<file path="src/rtl/if_fetch_unit.sv">
// Instruction-fetch stage: owns the PC, drives the 1-cycle instruction SRAM, and
// holds a branch redirect that arrives while fetch is stalled until the stall clears.
module if_fetch_unit #(
   parameter logic [31:0] RESET_PC = 32'hbfc0_0000,
   parameter int          CNT_W    = 32,
   parameter int          STALL_W  = 6
) (
   input  logic               clk,
   input  logic               rst,
   input  logic [STALL_W-1:0] i_stall,
   input  logic [32:0]        i_br_bus,
   output logic [32:0]        o_if_to_id_bus,
   output logic               o_inst_sram_en,
   output logic [3:0]         o_inst_sram_wen,
   output logic [31:0]        o_inst_sram_addr,
   output logic [31:0]        o_inst_sram_wdata,
   output logic [CNT_W-1:0]   o_fetch_cnt,
   output logic               o_br_pend
);

   localparam logic STOP = 1'b1;

   typedef enum logic {S_IDLE = 1'b0, S_PEND = 1'b1} br_state_t;

   br_state_t        r_state;
   br_state_t        w_state_nxt;
   logic [31:0]      r_pc;
   logic             r_ce;
   logic [31:0]      r_br_tgt;
   logic [CNT_W-1:0] r_fetch_cnt;

   logic        w_stop;
   logic        w_br_e;
   logic [31:0] w_br_addr;
   logic [31:0] w_next_pc;
   logic        w_br_pend;
   logic        w_unused_stall;

   assign w_stop         = (i_stall[0] == STOP);
   assign w_br_e         = i_br_bus[32];
   assign w_br_addr      = i_br_bus[31:0];
   assign w_unused_stall = ^i_stall[STALL_W-1:1];

   // A held target outranks a live br_e: on release they are the same branch.
   always_comb begin
      w_next_pc = r_pc + 32'd4;
      if (w_br_pend)
         w_next_pc = r_br_tgt;
      else if (w_br_e)
         w_next_pc = w_br_addr;
   end

   always_ff @(posedge clk) begin
      if (rst)
         r_state <= S_IDLE;
      else
         r_state <= w_state_nxt;
   end

   always_comb begin
      w_state_nxt = r_state;
      if (!w_stop)
         w_state_nxt = S_IDLE;
      else if (w_br_e)
         w_state_nxt = S_PEND;
   end

   always_comb begin
      w_br_pend = 1'b0;
      if (r_state == S_PEND)
         w_br_pend = 1'b1;
   end

   always_ff @(posedge clk) begin
      if (rst) begin
         r_pc        <= RESET_PC - 32'd4;
         r_ce        <= 1'b0;
         r_br_tgt    <= 32'd0;
         r_fetch_cnt <= '0;
      end else begin
         r_ce <= 1'b1;
         if (!w_stop) begin
            r_pc <= w_next_pc;
            if (r_ce)
               r_fetch_cnt <= r_fetch_cnt + CNT_W'(1);
         end else if (w_br_e) begin
            r_br_tgt <= w_br_addr;
         end
      end
   end

   // PC is held through stalls so the SRAM re-reads the same word.
   assign o_inst_sram_en    = r_ce;
   assign o_inst_sram_addr  = r_pc;
   assign o_inst_sram_wen   = 4'b0000;
   assign o_inst_sram_wdata = 32'd0;
   assign o_if_to_id_bus    = {r_ce, r_pc};
   assign o_fetch_cnt       = r_fetch_cnt;
   assign o_br_pend         = w_br_pend;

endmodule

</file>
<file path="config.mk">
export PLATFORM = sky130hd
export DESIGN_NAME = if_fetch_unit
export DESIGN_NICKNAME = d
export VERILOG_FILES = /design/src/rtl/if_fetch_unit.sv
export SDC_FILE = /design/constraint.sdc
export NUM_CORES = 1
export LEC_CHECK = 0
export BUFFER_PORTS_ARGS = -buffer_cell sky130_fd_sc_hd__buf_2
export CORE_MARGIN = 10
export CORE_UTILIZATION = 31
export DETAILED_ROUTE_END_ITERATION = 12
export GPL_ROUTABILITY_DRIVEN = 1
export PLACE_DENSITY = 0.52
export SLEW_MARGIN = 15
export SYNTH_ARGS = -nofsm -noshare
export SYNTH_HDL_FRONTEND = slang
export SYNTH_SLANG_ARGS = --single-unit
</file>
<file path="constraint.sdc">
create_clock -name clk -period 1.56 [get_ports clk]
set_input_delay 0.156 -clock clk [delete_from_list [all_inputs] [get_ports clk]]
set_output_delay 0.156 -clock clk [all_outputs]
set_load 0.01 [all_outputs]
</file>
# --- Word-level counts from Yosys, hierarchy flattened ---
# Index checks and enable logic that the tools add are counted.
totals:
  latchBits: 0
  mem_bits_rw: 0
  n_memories: 0
  romBits: 0
  out_inout_bits: 135
  ff_bits: 98
op_classes:
  mul: 0
  shift: 0
  n_mux: 4
  n_lt_le_gt_ge: 0
  add_sub_neg: 2
  n_reduce_logical: 3
  n_div: 0
  n_bitwise: 1
  eq_ne: 0
ops:
  columns: ["operator", "n"]
  rows:
  - ["$mux 32", 2]
  - ["$add 32x1->32 const B", 1]
  - ["$add 32x3->32 const B", 1]
  - ["$reduce_and 2->1", 2]
  - ["$mux 1", 2]
  - ["$reduce_or 2->1", 1]
  - ["$not 1->1", 1]

# --- Logic depth before layout (Yosys ltp) ---
depth:
  ltp_word: 3
  ltp_mapped: 8

# --- Worst setup path after synthesis ---
# Ideal clock, no wire load.
synth_path:
  path_kind: "register to register"
  start: "register r_fetch_cnt[21] (netlist: o_fetch_cnt[21])"
  end: "register r_fetch_cnt[31] (netlist: o_fetch_cnt[31])"
  slack_ps: -111
  t_arrival_ps: 1601
  stages_incl_launch_ff: 6
  required_time_ps: 1490
  n_path_buf: 0
  setup_time_ps: 70
  path_cell_list: "dfxtp_1 -> and4_4 -> and4_4 -> nand3_2 -> or4_1 -> a21oi_1"
synth_between:
  elab_chain_cells: 1
synth_lines:
  columns: ["item", "line", "rtl"]
  rows:
  - ["start: declaration", "30", "logic [CNT_W-1:0] r_fetch_cnt;"]
  - ["start signal: assignment", "85", "r_fetch_cnt <= r_fetch_cnt + CNT_W'(1);"]
  - ["$add 32x1->32", "85", null]
# Every way passes these cells.
# A chain may end at the register's enable or synchronous reset.

# --- Final worst setup path ---
layout_path:
  start: "register r_fetch_cnt[23] (netlist: o_fetch_cnt[23])"
  end: "register r_fetch_cnt[31] (netlist: o_fetch_cnt[31])"
# Same word-level chain as after synthesis.

==> results_dict.tcl <==
set metrics [dict create \
    vias 5141 \
    cp-end-kind "flip-flop" \
    critPathRequiredTime_ns 1.84 \
    peakVddDrop_v 0.000634 \
    r2r_setup_slack_ns 0.03 \
    cap_violations 0 \
    antenna_found_initial 4 \
    holdPathStages 3 \
    row_count 47 \
    die_h_um 150 \
    syn_to_final_growth_pct 34.6 \
    grt_max_degree 37 \
    ys_ff_latch 98 \
    synth.cells.most_frequent "dfxtp_1, nand2_1, a21oi_1" \
    drtPass1Iterations 4 \
    grt_overflow_total 0 \
    final_antenna_net_count 0 \
    fin_crit_sh_pct 98.2 \
    drcViolationCount 0 \
    htree_levels 3 \
    syn_area_per_cell_um2 8.03 \
    drive_gt1_share_pct 39.1 \
    fin_area_um2 7080 \
    synth_async_sr_flop_share_pct 0 \
    yosysWarnings 0 \
    cp_slowest_stage_delay_ns 0.47 \
    grt_util_all_layers_pct 14.7 \
    clock.fmax_mhz 653 \
    synth.largest_area_cell "dfxtp_1" \
    fin_util_pct 42.7 \
    r2r_start "o_fetch_cnt[23]" \
    grt_pass1_wl_um 26700 \
    wl_per_cell_um 15.9 \
    setup_tns_ns 0 \
    worstHoldStart "i_br_bus[14]" \
    cts_buffers 9 \
    swShare_pct 28.4 \
    cts_tree "yes" \
    cts_buffer_depth 2 \
    dpl.hpwl_um 13200 \
    clk_latency_ns 0.35 \
    clkPwrFrac_pct 36.1 \
    power.net_switching_w 0.00185 \
    clk_pin_slew_ns 0.07 \
    drv_slew 0 \
    critPathArrivalTime_ns 1.81 \
    synth.distinct_cells 59 \
    cellLeakagePower_nw 3.13 \
    synth_top_area_share_pct 37.3 \
    ys.flop_type "dfxtp_1" \
    fp.dieArea_um2 22600 \
    finalCriticalPeriod_ns 1.53 \
    drtIter0Drc 237 \
    place.gp.congestion 0.850 \
    cp_slowest_cell "or4_1" \
    stdcell_count 1078 \
    clkSinkCount 98 \
    die_w_um 150 \
    hold_viol 0 \
    clk_root_buffer_cell "clkbuf_16" \
    min_to "r_br_tgt[14]" \
    nets 894 \
    power_density_nw_per_um2 918 \
    critPathKind "reg2reg" \
    synth_cells 655 \
    path_cells "and4_4, and4_4, nand3_2, or4_1, a21oi_1" \
    dpl.cell_count 1057 \
    wirelength_um 17100 \
    hp-class "in2reg" \
    total_power_w 0.00650 \
    reg2regPathDepth 5 \
    synthTopCellsByArea "dfxtp_1, buf_4, nand2_1" \
    status "completed" \
    synth-edff-count 0 \
    viasPerCell 4.77 \
    crit_buf_inv 0 \
    dpl_cell_area_um2 6620 \
    synth_area_um2 5260 \
    seq_power_share_pct 41.9 \
    cp_common_cell "and4_4" \
    comb_power_share_pct 22.0 \
    yosysSeqAreaShare_pct 37.3 \
    initial_utilization_pct 31.7 \
    setup_violations 0 \
    crit_fanout 2 \
    rsz0062_at_grt "yes" \
    crit_family "simple AND/OR/NAND/NOR gates" \
    start_kind "flip-flop" \
    design.core.area_um2 16600 \
    ios 176 \
    r2r_end "o_fetch_cnt[31]" \
    finClkSkew_ns 0.00564 \
    power.internal_w 0.00465 \
    portBuffers 134 \
    grt_pass1_vias 5045 \
]
==> worst min-delay path, stage by stage <==
cell and delay, ns:
buf_2 0.10, nand2_1 0.05, a21oi_1 0.05
==> worst max path at each step <==
stage	from	end	slack, ns	cells after the start
floorplan	o_fetch_cnt[0]	o_fetch_cnt[10]	-0.05	6
global placement	i_stall[0]	o_inst_sram_addr[19]	-0.05	7
detailed placement	o_fetch_cnt[9]	o_fetch_cnt[30]	-0.05	5
CTS	o_inst_sram_addr[12]	o_inst_sram_addr[28]	0.008	6
global route	o_fetch_cnt[10]	o_fetch_cnt[31]	-0.05	5
finish	o_fetch_cnt[23]	o_fetch_cnt[31]	0.03	5
==> layout by cell type, fill, tap and decap left out, drive strengths merged, types with 4 or more instances in the layout <==
cell     count
o21a        11
inv          9
xor2        23
nand2b       5
clkbuf      12
a221o        9
conb        36
nand3       21
nand2       98
and4        10
xnor2        6
a31oi        6
o21ai       15
o22a         7
nand4       19
a221oi       9
a21oi       73
nor2        52
o31ai        4
dfxtp       98
nor3        12
buf        255
and3        16
a2bb2oi      5
==> logic make-up after synthesis <==
group                      Yosys count  synth area share (%)
muxes                                3                 0.571
adders and majority gates            2                 0.476
buffers and inverters              115                  13.4
AOI/OAI and AO/OA                  158                  19.4
and+or+nand+nor                    249                  23.9
DFF                                 98                  37.3
other                                1                0.0713
xor gates and xnor gates            29                  4.83
==> power groups by stage <==
stage	registers (W)	logic (W)	clock network, W
after detailed placement	0.00278	0.00138	0
after floorplan	0.00285	0.000804	0
final	0.00272	0.00143	0.00235
after global placement	0.00277	0.00138	0
after CTS	0.00272	0.00139	0.00242
after global routing	0.00274	0.00158	0.00251
==> routing by layer <==
metal / vias to the layer above / wire [um] / global-route usage (%)
met5: - / 13 / 0
met4: 2 / 94 / 2.48
met3: 10 / 1570 / 5.28
met2: 164 / 7920 / 23.8
met1: 2362 / 7510 / 18.7
li1: 2603 / - / -
==> layout make-up <==
class                      instances  area (um^2)
clock inverter                     3         65.1
clock buffer                      12          236
inverter                          10         37.5
multi-input combinational        477         2850
tap                              220          275
timing repair buffer             255         1610
fill                            1748         9500
sequential                        98         2000
antenna                            3         7.51
==> flip-flops by register name, indices dropped and copies added (netlist names) <==
name / count
o_inst_sram_en: 1
r_br_tgt: 32
r_state: 1
o_fetch_cnt: 32
o_inst_sram_addr: 32
==> what timing repair did <==
| action | 4_1_cts | 5_1_grt |
|---|---|---|
| hold buffers | 0 | 0 |
| endpoints found under the setup margin | 6 | 39 |
| setup buffers | 1 | 2 |
| pin swaps | 1 | 12 |
| hold endpoints to repair | 0 | 0 |
| gates resized for setup | 7 | 36 |
==> through the flow <==
stage	hold WS (ns)	setup WS [ns]
after floorplan	0.292	-0.0483
after detailed placement	0.419	-0.0526
after global placement	0.412	-0.0469
final	0.0547	0.0275
after global routing	0.0492	-0.0471
after CTS	0.0386	0.00798
(Power assumes the default switching activity.)
